`src/rtl/spiox_pkg.sv`:
```
// Shared constants for the spiox special-purpose I/O peripheral:
// register map, event bit offsets and the maximum LED/button count.
package spiox_pkg;

  typedef enum logic [1:0] {
    ADR_LED = 2'd0,
    ADR_BTN = 2'd1,
    ADR_IEN = 2'd2,
    ADR_EVT = 2'd3
  } spiox_adr_e;

  localparam int PRESS_LSB   = 0;
  localparam int RELEASE_LSB = 8;
  localparam int MAX_IO      = 8;

endpackage

```
`src/rtl/spiox_debounce.sv`:
```
// One button channel: 2FF synchroniser, saturating debounce counter,
// stable level and single-cycle rise/fall pulses coincident with the level change.
module spiox_debounce #(
  parameter int DB_LGCNT = 16
) (
  input  logic i_clk,
  input  logic i_rst,
  input  logic i_raw,
  output logic o_sync,
  output logic o_level,
  output logic o_rise,
  output logic o_fall
);

  logic                r_meta;
  logic                r_sync;
  logic                r_level;
  logic [DB_LGCNT-1:0] r_cnt;
  logic                w_diff;
  logic                w_sat;

  assign w_diff = r_sync ^ r_level;
  assign w_sat  = (r_cnt == {DB_LGCNT{1'b1}});

  // Level only flips after the synced input has disagreed with it for a full window
  always_ff @(posedge i_clk or posedge i_rst) begin
    if (i_rst) begin
      r_meta  <= 1'b0;
      r_sync  <= 1'b0;
      r_level <= 1'b0;
      r_cnt   <= {DB_LGCNT{1'b0}};
    end else begin
      r_meta <= i_raw;
      r_sync <= r_meta;
      if (!w_diff) begin
        r_cnt <= {DB_LGCNT{1'b0}};
      end else if (w_sat) begin
        r_level <= ~r_level;
        r_cnt   <= {DB_LGCNT{1'b0}};
      end else begin
        r_cnt <= r_cnt + DB_LGCNT'(1);
      end
    end
  end

  assign o_sync  = r_sync;
  assign o_level = r_level;
  assign o_rise  = w_diff & w_sat & ~r_level;
  assign o_fall  = w_diff & w_sat & r_level;

endmodule

```
`src/rtl/spiox.sv`:
```
// spiox: Wishbone LED/button peripheral with debounced sticky events and masked interrupt.
// Optional hardware LED blink engine enabled by defining SPIOX_BLINK_EN.
module spiox
  import spiox_pkg::*;
#(
  parameter int NLED     = 4,
  parameter int NBTN     = 4,
  parameter int DB_LGCNT = 16,
  parameter int BLINK_LG = 22
) (
  input  logic            i_clk,
  input  logic            i_reset,
  input  logic            i_wb_cyc,
  input  logic            i_wb_stb,
  input  logic            i_wb_we,
  input  logic [1:0]      i_wb_addr,
  input  logic [31:0]     i_wb_data,
  input  logic [3:0]      i_wb_sel,
  output logic            o_wb_stall,
  output logic            o_wb_ack,
  output logic [31:0]     o_wb_data,
  input  logic [NBTN-1:0] i_btn,
  output logic [NLED-1:0] o_led,
  output logic            o_int
);

  logic [1:0] r_rst_pipe;
  logic       w_rst;

  // Reset asserts immediately, releases two clocks after i_reset drops
  always_ff @(posedge i_clk or posedge i_reset) begin
    if (i_reset) begin
      r_rst_pipe <= 2'b11;
    end else begin
      r_rst_pipe <= {r_rst_pipe[0], 1'b0};
    end
  end
  assign w_rst = r_rst_pipe[1];

  logic [NBTN-1:0] w_sync, w_level, w_rise, w_fall;

  for (genvar g = 0; g < NBTN; g++) begin : g_btn
    spiox_debounce #(.DB_LGCNT(DB_LGCNT)) u_db (
      .i_clk   (i_clk),
      .i_rst   (w_rst),
      .i_raw   (i_btn[g]),
      .o_sync  (w_sync[g]),
      .o_level (w_level[g]),
      .o_rise  (w_rise[g]),
      .o_fall  (w_fall[g])
    );
  end

  logic       w_stb, w_wr, w_led_wr;
  spiox_adr_e w_adr;

  assign w_stb    = i_wb_cyc & i_wb_stb;
  assign w_wr     = w_stb & i_wb_we;
  assign w_adr    = spiox_adr_e'(i_wb_addr);
  assign w_led_wr = w_wr & (w_adr == ADR_LED) & i_wb_sel[1] & i_wb_sel[0];

  logic [NLED-1:0] r_led, w_led_nxt;
  logic [NBTN-1:0] r_ienp, r_ienr, r_evtp, r_evtr;
  logic [NBTN-1:0] w_ienp_nxt, w_ienr_nxt, w_evtp_nxt, w_evtr_nxt, w_clrp, w_clrr;
  logic            r_ack, r_int;
  logic [31:0]     r_rdata, w_rdata;

  // Next-state for LED, mask and event registers; a new edge beats a same-cycle clear
  always_comb begin
    w_led_nxt = r_led;
    for (int k = 0; k < NLED; k++) begin
      if (w_led_wr && i_wb_data[8+k]) begin
        w_led_nxt[k] = i_wb_data[k];
      end else begin
        w_led_nxt[k] = r_led[k];
      end
    end
    w_ienp_nxt = r_ienp;
    w_ienr_nxt = r_ienr;
    if (w_wr && (w_adr == ADR_IEN) && i_wb_sel[0]) begin
      w_ienp_nxt = i_wb_data[PRESS_LSB +: NBTN];
    end else begin
      w_ienp_nxt = r_ienp;
    end
    if (w_wr && (w_adr == ADR_IEN) && i_wb_sel[1]) begin
      w_ienr_nxt = i_wb_data[RELEASE_LSB +: NBTN];
    end else begin
      w_ienr_nxt = r_ienr;
    end
    w_clrp = {NBTN{1'b0}};
    w_clrr = {NBTN{1'b0}};
    if (w_wr && (w_adr == ADR_EVT) && i_wb_sel[0]) begin
      w_clrp = i_wb_data[PRESS_LSB +: NBTN];
    end else begin
      w_clrp = {NBTN{1'b0}};
    end
    if (w_wr && (w_adr == ADR_EVT) && i_wb_sel[1]) begin
      w_clrr = i_wb_data[RELEASE_LSB +: NBTN];
    end else begin
      w_clrr = {NBTN{1'b0}};
    end
    w_evtp_nxt = (r_evtp & ~w_clrp) | w_rise;
    w_evtr_nxt = (r_evtr & ~w_clrr) | w_fall;
  end

  logic [MAX_IO-1:0] w_led8, w_blink8, w_sync8, w_lvl8;
  logic [MAX_IO-1:0] w_ienp8, w_ienr8, w_evtp8, w_evtr8;
  logic              w_unused;

`ifdef SPIOX_BLINK_EN
  logic [NLED-1:0]   r_blink, w_blink_nxt, r_led_out;
  logic [BLINK_LG:0] r_presc, w_presc_nxt;

  assign w_presc_nxt = r_presc + (BLINK_LG+1)'(1);

  // Blink enables live in byte 2 of the LED register
  always_comb begin
    w_blink_nxt = r_blink;
    if (w_wr && (w_adr == ADR_LED) && i_wb_sel[2]) begin
      w_blink_nxt = i_wb_data[16 +: NLED];
    end else begin
      w_blink_nxt = r_blink;
    end
    w_blink8 = {MAX_IO{1'b0}};
    for (int k = 0; k < NLED; k++) begin
      w_blink8[k] = r_blink[k];
    end
  end

  // Output is computed from next-state so blink enable/disable takes effect at once
  always_ff @(posedge i_clk or posedge w_rst) begin
    if (w_rst) begin
      r_blink   <= {NLED{1'b0}};
      r_presc   <= {(BLINK_LG+1){1'b0}};
      r_led_out <= {NLED{1'b0}};
    end else begin
      r_blink   <= w_blink_nxt;
      r_presc   <= w_presc_nxt;
      r_led_out <= w_led_nxt ^ (w_blink_nxt & {NLED{w_presc_nxt[BLINK_LG]}});
    end
  end

  assign o_led    = r_led_out;
  assign w_unused = ^{i_wb_data, i_wb_sel};
`else
  assign w_blink8 = {MAX_IO{1'b0}};
  assign o_led    = r_led;
  assign w_unused = (^{i_wb_data, i_wb_sel}) ^ (BLINK_LG > 0);
`endif

  // Zero-pad every field to a full byte for the read mux
  always_comb begin
    w_led8  = {MAX_IO{1'b0}};
    w_sync8 = {MAX_IO{1'b0}};
    w_lvl8  = {MAX_IO{1'b0}};
    w_ienp8 = {MAX_IO{1'b0}};
    w_ienr8 = {MAX_IO{1'b0}};
    w_evtp8 = {MAX_IO{1'b0}};
    w_evtr8 = {MAX_IO{1'b0}};
    for (int k = 0; k < NLED; k++) begin
      w_led8[k] = r_led[k];
    end
    for (int k = 0; k < NBTN; k++) begin
      w_sync8[k] = w_sync[k];
      w_lvl8[k]  = w_level[k];
      w_ienp8[k] = r_ienp[k];
      w_ienr8[k] = r_ienr[k];
      w_evtp8[k] = r_evtp[k];
      w_evtr8[k] = r_evtr[k];
    end
  end

  // Read data mux
  always_comb begin
    w_rdata = 32'h0;
    case (w_adr)
      ADR_LED: w_rdata = {16'h0, w_blink8, w_led8};
      ADR_BTN: w_rdata = {16'h0, w_sync8, w_lvl8};
      ADR_IEN: w_rdata = {16'h0, w_ienr8, w_ienp8};
      ADR_EVT: w_rdata = {16'h0, w_evtr8, w_evtp8};
      default: w_rdata = 32'h0;
    endcase
  end

  // Register file, bus response and interrupt
  always_ff @(posedge i_clk or posedge w_rst) begin
    if (w_rst) begin
      r_led   <= {NLED{1'b0}};
      r_ienp  <= {NBTN{1'b0}};
      r_ienr  <= {NBTN{1'b0}};
      r_evtp  <= {NBTN{1'b0}};
      r_evtr  <= {NBTN{1'b0}};
      r_ack   <= 1'b0;
      r_rdata <= 32'h0;
      r_int   <= 1'b0;
    end else begin
      r_led   <= w_led_nxt;
      r_ienp  <= w_ienp_nxt;
      r_ienr  <= w_ienr_nxt;
      r_evtp  <= w_evtp_nxt;
      r_evtr  <= w_evtr_nxt;
      r_ack   <= w_stb;
      r_rdata <= w_stb ? w_rdata : 32'h0;
      r_int   <= (|(r_evtp & r_ienp)) | (|(r_evtr & r_ienr));
    end
  end

  assign o_wb_stall = 1'b0;
  assign o_wb_ack   = r_ack;
  assign o_wb_data  = r_rdata;
  assign o_int      = r_int;

endmodule

```
`config.mk`:
```
export PLATFORM = sky130hd
export DESIGN_NAME = spiox
export DESIGN_NICKNAME = d
export VERILOG_FILES = /design/src/rtl/spiox_pkg.sv /design/src/rtl/spiox_debounce.sv /design/src/rtl/spiox.sv
export SDC_FILE = /design/constraint.sdc
export NUM_CORES = 1
export LEC_CHECK = 0
export BUFFER_PORTS_ARGS = -buffer_cell sky130_fd_sc_hd__buf_2
export CAP_MARGIN = 20
export CORE_AREA = 3 3 98 100
export DETAILED_ROUTE_END_ITERATION = 7
export DIE_AREA = 0 0 101 103
export PLACE_DENSITY = 0.85
export SLEW_MARGIN = 20
export SYNTH_ARGS = -nofsm -noshare
export SYNTH_HDL_FRONTEND = slang
export SYNTH_HIERARCHICAL = 1
export SYNTH_SLANG_ARGS = --single-unit
```
`constraint.sdc`:
```
create_clock -name i_clk -period 2.6 [get_ports i_clk]
set_input_delay 0.26 -clock i_clk [delete_from_list [all_inputs] [get_ports i_clk]]
set_output_delay 0.26 -clock i_clk [all_outputs]
set_load 0.01 [all_outputs]
```
==> results by group, run 1 <==
Power and ir drop
  • Clock power share: between 30% and 40%
  • NetSw: approximately 0.8 mW
  • Flop pwr share: between 50% and 60%
  • Final Power: between 3 and 4 mW
  • P_leak: 2.568 nW
  • Comb pwr share: 8.2%
  • Peak VDD IR: 0.2682 mV
  • Net switching fraction of the power: 23.73%
  • Cell Int Power: around 2.5 mW
  • PwrDens: 576.7 nW/um2

Run
  • Max Cap Violations: 0

Timing
  • Fin. Hold Viols: 0
  • Final Critical Period: ~1.9 ns
  • Max Fclk: approximately 520 MHz
  • Fin Setup TNS: 0 ns
  • Final Setup Violations: 0
  • Worst Tran Pin Value: roughly 0.75 ns
  • RSZ-0062 raised after global routing: false
  • Slew margin rel.: 50.02%
  • Worst Skew: 0.01213 ns
  • Slew Viols, Final: 0
  • Fin crit share: approximately three quarters
  • Final worst slack: 0.6677 ns

Clock network
  • Number of setup buffers added after CTS: 0
  • CTS tree: done
  • Clock tree buffer depth: 2
  • CTS Sinks: 108
  • CTS buffer count: 9
  • Clock H-tree levels: 3
  • CTS clk-pin slew, worst paths: roughly 0.1 ns
  • PostCTS Resize Cnt: 0
  • Clk Latency, worst-skew pair: 0.36 ns
  • Root Buffer: clkbuf_8

Route
  • Routed wire length: ~10000 um
  • DRT Pass-1 Iters: 5
  • Drt via density: about 5.6
  • DRC viols: 0
  • Vias: around 3500
  • Routed WL per cell: 15.75 um
  • Initial drt markers: around 130
  • Final antenna-violating net count: 0

Synth
  • Avg Synthesized Cell Area: roughly 11 um2
  • Mapped Area: roughly 5300 um2
  • Cells after Synth: 475
  • Yosys warnings: 6
  • Synth area leaders: dfrtp_1 50%, xnor2_1 8.7%, nor2_1 5.8%
  • FFs w/ async S/R, synth: 100.0%
  • Most frequent cells after synthesis: 106 x dfrtp_1, 81 x nor2_1, 52 x xnor2_1
  • Number of synthesized flops with an enable pin: 0
  • Cell with the most instances after synthesis: dfrtp_1
  • Area leader, netlist: dfrtp_1
  • Sequential share of the synthesized area: slightly above 50%
  • Top-area cell type share of the netlist area: roughly half
  • Netlist cell types: 36
  • Ys flop type: dfrtp_1
  • #FFs+latches synth: roughly 110

Outcome
  • Status: complete, no violations

Worst setup path
  • Critical-path maximum fanout: 5
  • Arrival time at the worst endpoint: ~2.2 ns
  • CP Launch Type: register
  • Kind of critical path: register to register
  • Data required time at the worst endpoint: ~2.9 ns
  • Crit. End Element: register

Finish
  • Antenna Cells: 0
  • Area delta synth->final: 8.375%
  • Fin util: 65.03%
  • Post-route insts no fill: approximately 630
  • Share of cells above drive strength 1: about 19%
  • Final #Nets: 570

Die
  • Die extent in x: ~100 um
  • Starting Density: 60.01%
  • IO Count: 86
  • Die H: 103 um
  • Die ar.: approximately 10000 um2
  • Placement row count: 34
  • Core area: 8763 um2

Place
  • DP Cell Count: about 610
  • Global placement routability congestion: 0.8182
  • Placement Setup Slack: 0.7480 ns
  • DP HPWL: 7084 um
  • PortBufs: 34

Global routing
  • Initial antenna violation count: 0
  • Gr ovfl total: 0
  • Vias in the first global route: about 3400
  • First-pass GRT wire length: approximately 17000 um
  • Largest net degree at the start of global routing: 22
  • Total global-route track usage: 20.34%

Hold path
  • Worst min-delay path category: input port to register
-- routing by layer --
| metal | vias up | global-route usage, % | part of all wire, % |
|---|---|---|---|
| met2 | 109 | 34.43 | 50 |
| met5 | - | 0 | 0 |
| met1 | 1754 | 26.80 | 43 |
| met4 | 0 | 7.362 | 1.7 |
| met3 | 16 | 3.180 | 5.3 |
| li1 | 1655 | - | - |
-- placed cells by master (no fill, tap or decap), types with 5 or more instances in the layout --
cell type      count
a22oi_1            8
buf_2             34
clkbuf_8           9
conb_1            26
dfrtp_1          106
dlygate4sd3_1      5
inv_1             27
mux2_2            16
nand2_1           15
nand3_1           20
nand4_1           10
nor2_1            81
nor2b_1            5
nor3_1            16
nor3b_1            8
nor4_1            16
xnor2_1           52
xor2_1             8
-- stage by stage --
stage | area (um2) | hold WS, ns
final | 5699 | 0.09406
after global routing | 5699 | 0.09343
after CTS | 5699 | 0.07926
after detailed placement | 5409 | 0.2891
after global placement | 5409 | 0.2866
after floorplan | 5353 | 0.1715
-- state kept, by name, indices dropped and copies added (netlist names) --
signal / count
g_btn.u_db/o_level: 4
g_btn.u_db/o_sync: 4
g_btn.u_db/r_cnt: 64
g_btn.u_db/r_meta: 4
o_int: 1
o_led: 4
o_wb_ack: 1
o_wb_data: 8
r_evtp: 4
r_evtr: 4
r_ienp: 4
r_ienr: 4
r_rst_pipe: 2
-- worst paths after layout --
check | startpoint | to | slack (ns) | depth (start not counted)
worst min register to register | r_rst_pipe[1]$_DFF_PP1_ | o_led[2]$_DFFE_PP0P_ | 0.30 | 1
max in group asynchronous | r_rst_pipe[1]$_DFF_PP1_ | o_wb_data[1]$_DFF_PP0_ | 1.67 | 2
min in group asynchronous | r_rst_pipe[1]$_DFF_PP1_ | o_led[2]$_DFFE_PP0P_ | 0.30 | 1
worst max-delay path | g_btn[1].u_db/r_cnt[8]$_DFF_PP0_ | r_evtp[1]$_DFF_PP0_ | 0.67 | 5
worst max register to register | g_btn[1].u_db/r_cnt[8]$_DFF_PP0_ | r_evtp[1]$_DFF_PP0_ | 0.67 | 5
worst min-delay path | i_wb_data[2] | r_evtp[2]$_DFF_PP0_ | 0.09 | 2
-- logic make-up (layout without fill, tap and decap cells) --
kind of cell | Yosys count | count (layout) | share of synthesized area, %
muxes | 24 | 24 | 6.495
other | 1 | 26 | 0.07131
and+or+nand+nor | 203 | 203 | 22.06
xor gates and xnor gates | 60 | 60 | 9.993
DFF | 108 | 108 | 51.44
buffers and inverters | 59 | 83 | 6.805
adders and majority gates | 4 | 4 | 0.9517
AOI/OAI and AO/OA | 16 | 16 | 2.189
-- area by class of cell --
type                    instances  area, um2
well taps                     108      135.1
flip-flops and latches        108       2705
fillers                       667       3064
multi-input cells             333       2290
clock inverters                 6      112.6
repair buffers                 40      227.7
inverters                      27      101.3
clock buffers                  10      127.6
-- worst max-delay path: stages, from the launching register on --
cell and delay (ns):
dfrtp_1 0.46, nand4_2 0.20, or4_4 0.64, nor3b_1 0.30, inv_1 0.07, a31oi_1 0.18
-- power groups by stage --
stage	Combinational, mW	Sequential [mW]	Clock [mW]
after floorplan	0.209	1.84	0
after global placement	0.251	1.84	0
after detailed placement	0.264	1.85	0
after CTS	0.272	1.81	1.22
after global routing	0.301	1.82	1.29
final	0.269	1.82	1.20
-- what timing repair did --
| item | CTS | global route |
|---|---|---|
| setup endpoints to repair | 0 | 0 |
| hold buffers | 5 | 0 |
| endpoints found under the hold margin | 6 | 0 |
Power figures use the tool's default switching activity.
==> inputs of run 2 (changes only) <==
Settings changed: CORE_AREA 3 3 98 100 to 3 3 101 103, DIE_AREA 0 0 101 103 to 0 0 104 106, PLACE_DENSITY 0.85 to 0.8.
Clock period 2.6 ns to 2 ns, I/O delays scaled along.
==> run 2 against run 1 <==
Against the previous run:
- first-iteration DRC count fell by 18%
- worst hold slack got worse by 0.071 ns
- highest routed layer is now met5
- largest power group unchanged
- critical path depth did not move
- via count fell by 1.8%
- global-route usage fell by 1.7 points
- final area fell by 0.11%
==> results by group, run 2 (synthesis gave the netlist of run 1 again) <==
Worst setup path
  • Setup slack, reg-to-reg: 0.11 ns (was 0.67 ns)
  • Slowest CP cell: or4_4 (unchanged)
  • Kind of critical path: register to register (unchanged)
  • Buf+Inv Stages, Crit Path: 1 (unchanged)
  • Worst path max stage delay: 0.63 ns (was 0.64 ns)
  • CP Launch Type: register (unchanged)
  • Arrival time at the worst endpoint: 2.17 ns (was 2.22 ns)
  • Worst Reg2Reg Path Length in Cells: 5 (unchanged)
  • Critical-path maximum fanout: 5 (unchanged)
  • WP depth: 5 (unchanged)
  • Data required time at the worst endpoint: 2.28 ns (was 2.88 ns)
  • RR Startpoint: g_btn[3].u_db/r_cnt[8]$_DFF_PP0_ (was g_btn[1].u_db/r_cnt[8]$_DFF_PP0_)
  • CP top delay family: simple AND/OR/NAND/NOR gates (unchanged)
  • CP Cell Sequence: nand4_2 -> or4_4 -> nor3b_1 -> inv_1 -> a31oi_1 (unchanged)
  • Crit. End Element: register (unchanged)
  • Worst R2R End: r_evtp[3]$_DFF_PP0_ (was r_evtp[1]$_DFF_PP0_)

Hold path
  • Hold Startpoint: i_wb_data[2] (unchanged)
  • Worst Hold Path Cells: 2 (unchanged)
  • Worst hold endpoint: r_evtp[2]$_DFF_PP0_ (unchanged)
  • Worst min-delay path category: input port to register (unchanged)

Finish
  • Final #Nets: 571 (was 570)
  • Commonest cells after routing, fill and taps aside: 106 x dfrtp_1, 81 x nor2_1, 52 x xnor2_1 (unchanged)
  • Number of flip-flops in the largest register: 64 (unchanged)
  • Register name with the most flops: g_btn.u_db/r_cnt (unchanged)
  • Fin area: 5693 um2 (was 5699 um2)
  • Commonest non-fill, non-tap cell in the layout: dfrtp_1 (unchanged)
  • Area delta synth->final: 8.256% (was 8.375%)
  • Share of cells above drive strength 1: 18.86% (was 18.51%)
  • Fin util: 61.32% (was 65.03%)
  • Antenna Cells: 0 (unchanged)

Die
  • IO Count: 86 (unchanged)
  • Placement row count: 35 (was 34)
  • Starting Density: 56.64% (was 60.01%)
  • Core area: 9284 um2 (was 8763 um2)
  • Die H: 106 um (was 103 um)
  • Die ar.: 11020 um2 (was 10400 um2)
  • Die extent in x: 104 um (was 101 um)

Place
  • DP HPWL: 6890 um (was 7084 um)
  • Placed Area: 5443 um2 (was 5409 um2)
  • PortBufs: 34 (unchanged)
  • Global placement routability congestion: 0.8081 (was 0.8182)
  • Placement Setup Slack: 0.1402 ns (was 0.7480 ns)

Clock network
  • CTS tree: done (unchanged)
  • Clk Latency, worst-skew pair: 0.37 ns (was 0.36 ns)
  • CTS buffer count: 9 (unchanged)
  • Clock H-tree levels: 3 (unchanged)
  • Clock tree buffer depth: 2 (unchanged)
  • CTS clk-pin slew, worst paths: 0.10 ns (about the same)
  • Root Buffer: clkbuf_8 (unchanged)
  • CTS Sinks: 108 (unchanged)

Power and ir drop
  • Cell Int Power: 2.989 mW (was 2.507 mW)
  • PwrDens: 696.1 nW/um2 (was 576.7 nW/um2)
  • Clock power share: 31.9% (was 36.5%)
  • Peak VDD IR: 0.2828 mV (was 0.2682 mV)
  • Net switching fraction of the power: 24.58% (was 23.73%)
  • P_leak: 2.563 nW (was 2.568 nW)
  • NetSw: 0.9740 mW (was 0.7798 mW)
  • Comb pwr share: 8.7% (was 8.2%)
  • Flop pwr share: 59.5% (was 55.3%)

Timing
  • Fin. Hold Viols: 0 (unchanged)
  • Fin Setup TNS: 0 ns (unchanged)
  • RSZ-0062 raised after global routing: false (unchanged)
  • Final worst slack: 0.1110 ns (was 0.6677 ns)
  • Slew margin rel.: 49.26% (was 50.02%)
  • Fin crit share: 94.45% (was 74.32%)
  • Worst Skew: 0.01134 ns (was 0.01213 ns)
  • Worst Tran Pin Value: 0.7603 ns (was 0.7489 ns)
  • Final Setup Violations: 0 (unchanged)
  • Final hold slack: 0.02271 ns (was 0.09406 ns)
  • Final Critical Period: 1.889 ns (was 1.932 ns)
  • Slew Viols, Final: 0 (unchanged)
  • Max Fclk: 529.4 MHz (was 517.5 MHz)

Run
  • Max Cap Violations: 0 (unchanged)

Global routing
  • First-pass GRT wire length: 16660 um (was 16570 um)
  • Initial antenna violation count: 1 (was 0)
  • Largest net degree at the start of global routing: 31 (was 22)
  • Gr ovfl total: 0 (unchanged)
  • Total global-route track usage: 18.66% (was 20.34%)
  • Vias in the first global route: 3551 (was 3438)

Route
  • DRC viols: 0 (unchanged)
  • Vias: 3470 (was 3534)
  • Initial drt markers: 109 (was 133)
  • Routed wire length: 9651 um (was 9953 um)
  • DRT Pass-1 Iters: 4 (was 5)
  • Final antenna-violating net count: 0 (unchanged)
  • Drt via density: 5.306 (was 5.592)
  • Routed WL per cell: 14.76 um (was 15.75 um)

Outcome
  • Status: complete, no violations (unchanged)
[run 2: cell count changes in the layout (fill, tap and decap cells not counted)]
| cell | before | now |
|---|---|---|
| clkinvlp_4 | 3 | 0 |
| clkbuf_8 | 9 | 12 |
| clkbuf_1 | 1 | 2 |
| bufinv_16 | 3 | 0 |
| nor3b_1 | 8 | 6 |
| buf_4 | 1 | 2 |
| nor3b_2 | 0 | 2 |
| clkinv_4 | 0 | 2 |
[run 2: final cells by class]
class	instances	area, um2
Fill cell	767	3591
Multi-Input combinational cell	333	2300
Tap cell	129	161.4
Clock inverter	2	17.52
Timing Repair Buffer	41	235.2
Clock buffer	14	172.7
Sequential cell	108	2705
Inverter	27	101.3
[run 2: worst reg2reg max path: stages (launching register included)]
cell     delay [ns]
dfrtp_1        0.45
nand4_2        0.19
or4_4          0.63
nor3b_1        0.30
inv_1          0.07
a31oi_1        0.17
[run 2: how the worst max path moves through the flow]
stage	slack [ns]	start	end
6_report	0.11	g_btn[3].u_db/r_cnt[8]$_DFF_PP0_	r_evtp[3]$_DFF_PP0_
5_1_grt	0.01	g_btn[3].u_db/r_cnt[0]$_DFF_PP0_	r_evtp[3]$_DFF_PP0_
4_1_cts	0.11	g_btn[0].u_db/r_cnt[8]$_DFF_PP0_	r_evtp[0]$_DFF_PP0_
3_5_place_dp	0.14	g_btn[2].u_db/r_cnt[8]$_DFF_PP0_	r_evtp[2]$_DFF_PP0_
3_3_place_gp	0.22	g_btn[2].u_db/r_cnt[8]$_DFF_PP0_	r_evtp[2]$_DFF_PP0_
2_1_floorplan	0.32	g_btn[0].u_db/r_cnt[8]$_DFF_PP0_	r_evtp[0]$_DFF_PP0_
[run 2: timing repair]
item                       in CTS  in global routing
hold buffers                    5                  0
resized for setup               0                  2
setup endpoints to repair       0                  2
hold endpoints to repair        6                  0
buffers inserted                0                  0
[run 2: metal layers]
layer  part of all wire, %  GRT usage (%)  up-vias  routed length, um
met3                   5.7          5.343       17                550
li1                      -              -     1649                  -
met1                    43          23.65     1709               4196
met4                   1.7          6.078        2                167
met2                    49          31.06       93               4729
met5                 0.073              0        -                  7
[run 2: stage by stage]
step | std cells | total power [mW]
2_1_floorplan | 500 | 2.659
3_3_place_gp | 633 | 2.720
3_5_place_dp | 633 | 2.736
4_1_cts | 654 | 3.997
5_1_grt | 654 | 4.151
6_report | 654 | 3.963
[run 2: power by group through the flow]
stage          sequential (mW)  combinational, mW  clock, mW
3_3_place_gp              2.39              0.326          0
4_1_cts                   2.36              0.345       1.30
2_1_floorplan             2.39              0.271          0
5_1_grt                   2.37              0.387       1.39
6_report                  2.36              0.343       1.26
3_5_place_dp              2.40              0.337          0
